`config.mk`:
```
export PLATFORM = sky130hd
export DESIGN_NAME = tcp_stream_hash_client
export DESIGN_NICKNAME = d
export VERILOG_FILES = /design/src/rtl/tcp_stream_hash_client.sv
export SDC_FILE = /design/constraint.sdc
export NUM_CORES = 2
export LEC_CHECK = 0
export ABC_AREA = 1
export BUFFER_PORTS_ARGS = -buffer_cell sky130_fd_sc_hd__buf_2
export CAP_MARGIN = 25
export CORE_AREA = 5 5 529 531
export DETAILED_ROUTE_END_ITERATION = 10
export DIE_AREA = 0 0 534 536
export PLACE_DENSITY_LB_ADDON = 0.1
export SKIP_CTS_REPAIR_TIMING = 1
export SYNTH_ARGS = -nofsm -noshare
export SYNTH_HDL_FRONTEND = slang
export SYNTH_SLANG_ARGS = --single-unit
```
`constraint.sdc`:
```
create_clock -name clk -period 2.18 [get_ports clk]
set_input_delay 0.436 -clock clk [delete_from_list [all_inputs] [get_ports clk]]
set_output_delay 0.436 -clock clk [all_outputs]
set_load 0.01 [all_outputs]
```
`src/rtl/tcp_stream_hash_client.sv`:
```
// Purpose: request sequencer for the TCP stream hash engine; one request -> one or two engine commands -> one result.
// Latency: LOOKUP/REMOVE result 3 cycles after the request handshake, UPSERT 5 (cmd_ready high, engine returns 1 cycle after accept).
// Backpressure: one engine command outstanding; cmd held until cmd_ready, result held until resp_ready, req_ready only in IDLE.
//
// Ports: clk/rst_n (async active-low); req_* request in (valid/ready); cmd_* engine command out (valid/ready);
//        ret_valid/ret engine return strobe in; resp_* result out (valid/ready); busy = not IDLE.
// Build option: define HASH_CLIENT_TIMEOUT_EN to add a 16-bit return watchdog (TIMEOUT_CYCLES) that yields status TIMEOUT.

package tcp_stream_hash_pkg;

    typedef logic [95:0]  hashkey_t;
    typedef logic [271:0] hash_data_t;
    typedef logic [15:0]  hash_addr_t;

    // Engine command codes
    localparam logic [2:0] CMD_NOP    = 3'd0;
    localparam logic [2:0] CMD_FIND   = 3'd1;
    localparam logic [2:0] CMD_INSERT = 3'd2;
    localparam logic [2:0] CMD_UPDATE = 3'd3;
    localparam logic [2:0] CMD_DELETE = 3'd4;

    // Engine return codes; 0, 6 and 7 are never produced by a healthy engine
    localparam logic [2:0] RET_FOUND    = 3'd1;
    localparam logic [2:0] RET_ERROR    = 3'd2;
    localparam logic [2:0] RET_INSERTED = 3'd3;
    localparam logic [2:0] RET_DELETED  = 3'd4;
    localparam logic [2:0] RET_SUCCESS  = 3'd5;

    // Request operations
    localparam logic [1:0] OP_LOOKUP = 2'd0;
    localparam logic [1:0] OP_UPSERT = 2'd1;
    localparam logic [1:0] OP_REMOVE = 2'd2;
    localparam logic [1:0] OP_RSVD   = 2'd3;

    // Result status
    localparam logic [2:0] ST_HIT      = 3'd0;
    localparam logic [2:0] ST_MISS     = 3'd1;
    localparam logic [2:0] ST_UPDATED  = 3'd2;
    localparam logic [2:0] ST_INSERTED = 3'd3;
    localparam logic [2:0] ST_REMOVED  = 3'd4;
    localparam logic [2:0] ST_FAIL     = 3'd5;
    localparam logic [2:0] ST_TIMEOUT  = 3'd6;

    typedef struct packed {
        logic [2:0] cmd;
        hashkey_t   hashkey;
        hash_data_t hash_data;
        hash_addr_t hash_node_addr;
    } hash_cmd_intf_t;

    typedef struct packed {
        hash_addr_t hash_node_addr;
        hash_data_t hash_data;
        logic [2:0] hash_ret;
    } hash_ret_intf_t;

endpackage

module tcp_stream_hash_client
    import tcp_stream_hash_pkg::*;
#(
    parameter int unsigned TIMEOUT_CYCLES = 1024
) (
    input  logic           clk,
    input  logic           rst_n,
    input  logic           req_valid,
    output logic           req_ready,
    input  logic [1:0]     req_op,
    input  hashkey_t       req_key,
    input  hash_data_t     req_data,
    output logic           cmd_valid,
    input  logic           cmd_ready,
    output hash_cmd_intf_t cmd,
    input  logic           ret_valid,
    input  hash_ret_intf_t ret,
    output logic           resp_valid,
    input  logic           resp_ready,
    output logic [2:0]     resp_status,
    output logic [15:0]    resp_addr,
    output hash_data_t     resp_data,
    output logic           busy
);

    typedef enum logic [2:0] {
        S_IDLE  = 3'd0,
        S_CMD1  = 3'd1,
        S_WAIT1 = 3'd2,
        S_CMD2  = 3'd3,
        S_WAIT2 = 3'd4,
        S_RESP  = 3'd5
    } state_t;

    state_t     state;
    logic       rst_done;     // keeps req_ready low while reset is applied
    logic [1:0] op_q;
    hashkey_t   key_q;
    hash_data_t data_q;
    logic       upd_path_q;   // second command is an update (1) or an insert (0)
    hash_addr_t ret_addr_q;   // last return seen for the current request
    hash_data_t ret_data_q;

`ifdef HASH_CLIENT_TIMEOUT_EN
    localparam logic [15:0] WDOG_LAST = 16'(TIMEOUT_CYCLES - 1);
    logic [15:0] wdog;
`else
    logic unused_timeout_cfg;
    assign unused_timeout_cfg = |TIMEOUT_CYCLES;
`endif

    assign req_ready = rst_done && (state == S_IDLE);

    // Result of a first-stage return for the single-command operations.
    function automatic logic [2:0] first_status(input logic [1:0] op, input logic [2:0] code);
        logic [2:0] st;
        st = ST_FAIL;
        if (code == RET_ERROR)
            st = ST_MISS;
        else if (op == OP_LOOKUP && code == RET_FOUND)
            st = ST_HIT;
        else if (op == OP_REMOVE && code == RET_DELETED)
            st = ST_REMOVED;
        return st;
    endfunction

    always_ff @(posedge clk or negedge rst_n) begin
        if (!rst_n) begin
            state       <= S_IDLE;
            rst_done    <= 1'b0;
            op_q        <= 2'd0;
            key_q       <= '0;
            data_q      <= '0;
            upd_path_q  <= 1'b0;
            ret_addr_q  <= '0;
            ret_data_q  <= '0;
            cmd_valid   <= 1'b0;
            cmd         <= '0;
            resp_valid  <= 1'b0;
            resp_status <= 3'd0;
            resp_addr   <= '0;
            resp_data   <= '0;
            busy        <= 1'b0;
`ifdef HASH_CLIENT_TIMEOUT_EN
            wdog        <= '0;
`endif
        end else begin
            rst_done <= 1'b1;
            case (state)
                S_IDLE: begin
                    if (req_valid && req_ready) begin
                        op_q       <= req_op;
                        key_q      <= req_key;
                        data_q     <= req_data;
                        ret_addr_q <= '0;
                        ret_data_q <= '0;
                        busy       <= 1'b1;
                        if (req_op == OP_RSVD) begin
                            resp_valid  <= 1'b1;
                            resp_status <= ST_FAIL;
                            resp_addr   <= '0;
                            resp_data   <= '0;
                            state       <= S_RESP;
                        end else begin
                            cmd_valid          <= 1'b1;
                            cmd.cmd            <= (req_op == OP_REMOVE) ? CMD_DELETE : CMD_FIND;
                            cmd.hashkey        <= req_key;
                            cmd.hash_data      <= req_data;
                            cmd.hash_node_addr <= '0;
                            state              <= S_CMD1;
                        end
                    end
                end

                S_CMD1, S_CMD2: begin
                    if (cmd_ready) begin
                        cmd_valid <= 1'b0;
                        state     <= (state == S_CMD1) ? S_WAIT1 : S_WAIT2;
`ifdef HASH_CLIENT_TIMEOUT_EN
                        wdog      <= '0;
`endif
                    end
                end

                S_WAIT1: begin
                    if (ret_valid) begin
                        ret_addr_q <= ret.hash_node_addr;
                        ret_data_q <= ret.hash_data;
                        if (op_q == OP_UPSERT &&
                            (ret.hash_ret == RET_FOUND || ret.hash_ret == RET_ERROR)) begin
                            // Existing entry is updated in place; a miss turns into an insert.
                            upd_path_q         <= (ret.hash_ret == RET_FOUND);
                            cmd_valid          <= 1'b1;
                            cmd.cmd            <= (ret.hash_ret == RET_FOUND) ? CMD_UPDATE : CMD_INSERT;
                            cmd.hashkey        <= key_q;
                            cmd.hash_data      <= data_q;
                            cmd.hash_node_addr <= (ret.hash_ret == RET_FOUND) ? ret.hash_node_addr : '0;
                            state              <= S_CMD2;
                        end else begin
                            resp_valid  <= 1'b1;
                            resp_status <= first_status(op_q, ret.hash_ret);
                            resp_addr   <= ret.hash_node_addr;
                            resp_data   <= ret.hash_data;
                            state       <= S_RESP;
                        end
                    end
`ifdef HASH_CLIENT_TIMEOUT_EN
                    else if (wdog == WDOG_LAST) begin
                        resp_valid  <= 1'b1;
                        resp_status <= ST_TIMEOUT;
                        resp_addr   <= ret_addr_q;
                        resp_data   <= ret_data_q;
                        state       <= S_RESP;
                    end else begin
                        wdog <= wdog + 16'd1;
                    end
`endif
                end

                S_WAIT2: begin
                    if (ret_valid) begin
                        ret_addr_q <= ret.hash_node_addr;
                        ret_data_q <= ret.hash_data;
                        resp_valid <= 1'b1;
                        if (upd_path_q)
                            resp_status <= (ret.hash_ret == RET_SUCCESS) ? ST_UPDATED : ST_FAIL;
                        else
                            resp_status <= (ret.hash_ret == RET_INSERTED) ? ST_INSERTED : ST_FAIL;
                        // The engine does not echo data on write; report what was written.
                        resp_addr  <= ret.hash_node_addr;
                        resp_data  <= data_q;
                        state      <= S_RESP;
                    end
`ifdef HASH_CLIENT_TIMEOUT_EN
                    else if (wdog == WDOG_LAST) begin
                        resp_valid  <= 1'b1;
                        resp_status <= ST_TIMEOUT;
                        resp_addr   <= ret_addr_q;
                        resp_data   <= ret_data_q;
                        state       <= S_RESP;
                    end else begin
                        wdog <= wdog + 16'd1;
                    end
`endif
                end

                S_RESP: begin
                    if (resp_ready) begin
                        resp_valid <= 1'b0;
                        busy       <= 1'b0;
                        state      <= S_IDLE;
                    end
                end

                default: begin
                    cmd_valid  <= 1'b0;
                    resp_valid <= 1'b0;
                    busy       <= 1'b0;
                    state      <= S_IDLE;
                end
            endcase
        end
    end

endmodule

```
==> impl_metrics.ini <==
[route]
vias = 50100
drt_wl_total_um = 281600
drtIter0Drc = 3201
drt-vias-per-instance = 4.221
ant_nets = 0
wire_per_inst_um = 23.73
drc_errors = 0
drtPass1Iterations = 6

[grt]
gr-usage-all-layers = 0.1848
antenna_found_initial = 111
grt-ovfl-total = 0
grt_pass1_vias = 47470
grt_max_degree = 103
grt_pass1_wl_um = 381800

[placement]
preCtsSetupSlack_ns = -0.2451
finalWeightedCongestion = 0.8595
place_hpwl_um = 211400
port_buffers = 1348

[worst_setup_path]
critPathSlowestCell = dfrtp_1
worstPathArrival_ns = 1.81
r2r_start = state[2]
r2r_setup_slack_ns = 0.02
critical_path_class = flop to output pin
start_kind = flop
reg2regPathDepth = 6
crit_path_end_kind = output pin
worstPathMaxFanout = 4
regToRegEndpoint = cmd[290]
slowest_delay_ns = 0.40
required_ns = 1.74
cp_cell_sequence = nor2_4 > nand2_2 > buf_6 > nor2_4 > buf_6

[pwr]
powerDensity_mw_per_mm2 = 1533
cellLeakagePower_nw = 38.64
peakVddDrop_v = 0.001022
p_total_mw = 111.6

[hold_path]
hold_class = input port to flop
whs_endpoint = resp_data[44]
min_path_cells = 5
hp-start = ret[47]

[synthesis]
syn-instance-count = 6088
synth.avg_cell_area_um2 = 7.886
synth_fp_nets = 6755
synth_cell_types = 19
synth_area_mm2 = 0.04801
ys_ff_latch = 1056
synth.yosys.seq_area_share = 0.5504
ys.warnings.count = 0

[clocking]
cts.clk_slew.worst_paths_ns = 0.06
clockRootBuffer = clkbuf_16
cts-htree-levels = 4
worstSkewPairLatency_ns = 0.83
cts_sinks = 1056
clock_tree.buffer_depth = 4
cts_buffers = 152
cts_tree = done

[run_status]
violations = negative hold slack, negative setup slack
outcome = finished with violations

[final_layout]
drive_gt1_frac = 0.2461
area_delta_synth_final_pct = 51.57
nets = 8764

[sta]
setup_viol = 1
period_share = 1.031
period_needed_ns = 2.247
final_max_slew_viol_count = 0
worst_pin_slew_ns = 0.8370
grt_setup_unrepaired = yes
max_freq_mhz = 445.1
hold_viol = 2
slew_headroom = 0.4420
fin_skew_ns = 0.06027
holdWs_ns = -0.01162
fin_ws_ns = -0.06651

[die]
dieArea_mm2 = 0.2862
initial_core_util = 0.1746
io_pins = 1349
die_x_um = 534
coreArea_mm2 = 0.2750
die_h_um = 536
num_rows = 193

[job]
maxCapViolations = 0
[cells by family (layout without fill, tap and decap cells)]
group,count (synthesis),count (layout),share of synthesized area
compound gates,1020,1020,0.1066
buf+inv,869,2980,0.07615
flops,1056,1056,0.5504
simple gates,3142,3142,0.2668
other cells,1,65,0.00007811
[metal layers]
metal	GRT usage	wire length (µm)	vias up
li1	-	-	23640
met1	0.2326	121800	24410
met2	0.3055	131900	1623
met3	0.06084	20500	351
met4	0.04570	7041	76
met5	0	432	-
[sequential cells by signal, summed over array words and instances (netlist names)]
register	count
cmd	387
data_q	272
resp_data	272
key_q	96
resp_addr	16
resp_status	3
state	3
op_q	2
busy	1
cmd_valid	1
resp_valid	1
rst_done	1
upd_path_q	1
[power by group]
| group | switching [mW] | internal, mW | total, mW |
|---|---|---|---|
| Sequential | 4.79 | 28.4 | 33.2 |
| Combinational | 35.0 | 18.6 | 53.6 |
| Clock | 9.89 | 14.9 | 24.8 |
| Total | 49.7 | 61.9 | 112 |
[cells in the final DEF, fill, tap and decap left out, drive strengths merged]
cell type       n
nand3b          1
clkinv         12
inv           412
a21oi         342
nand4         393
o21ai         678
clkbuf        246
conb            1
nand2        2344
nor2          385
dfrtp        1056
diode          64
buf          1774
dlygate4sd3   530
nor3            3
nand3          16
bufinv          6
[how the worst max path moves through the flow]
stage | from | slack [ns] | cells after the start | endpoint
finish | state[2] | -0.07 | 5 | req_ready
global route | state[2] | -0.17 | 5 | req_ready
CTS | state[0] | -0.47 | 5 | req_ready
detailed placement | state[0] | -0.25 | 10 | resp_data[89]
global placement | state[0] | -0.25 | 10 | resp_data[89]
floorplan | state[0] | 0.49 | 9 | data_q[250]
[critical path, delay by kind of cell (launching register included)]
kind                   cells  cell delay (ns)
DFF                        1             0.40
buffers and inverters      2             0.26
and+or+nand+nor            3             0.36
[stage by stage]
stage               area (µm²)  utilization  setup TNS [ns]  cells  hold WS [ns]
floorplan                48010            -               0   6088        0.1404
global placement         61810       0.2247          -26.68  10990        0.4505
detailed placement       61810       0.2247          -28.67  10990        0.4535
CTS                      66620       0.2422          -16.66  11240       -0.2062
global route             72710       0.2644          -3.901  11850     -0.006455
finish                   72770       0.2646        -0.06651  11870      -0.01162
[synthesized netlist by cell type, drive strengths merged]
cell / n / area, µm²
nand2: 2344 / 8798
dfrtp: 1056 / 26430
o21ai: 678 / 3393
inv: 408 / 1531
nand4: 393 / 2459
nor2: 385 / 1450
a21oi: 342 / 1723
buf: 287 / 1471
clkbuf: 174 / 653.1
nand3: 16 / 80.08
nor3: 3 / 15.01
conb: 1 / 3.750
nand3b: 1 / 7.510
[area by class of cell]
type / count / area, µm²
diodes: 64 / 160.2
clock buffers: 234 / 4524
clock inverters: 22 / 290.3
fillers: 30360 / 202300
inverters: 408 / 1555
multi-input cells: 4163 / 18000
flip-flops and latches: 1056 / 26430
well taps: 3607 / 4513
repair buffers: 2316 / 17300
No activity file was read; power rests on OpenSTA's default activity.
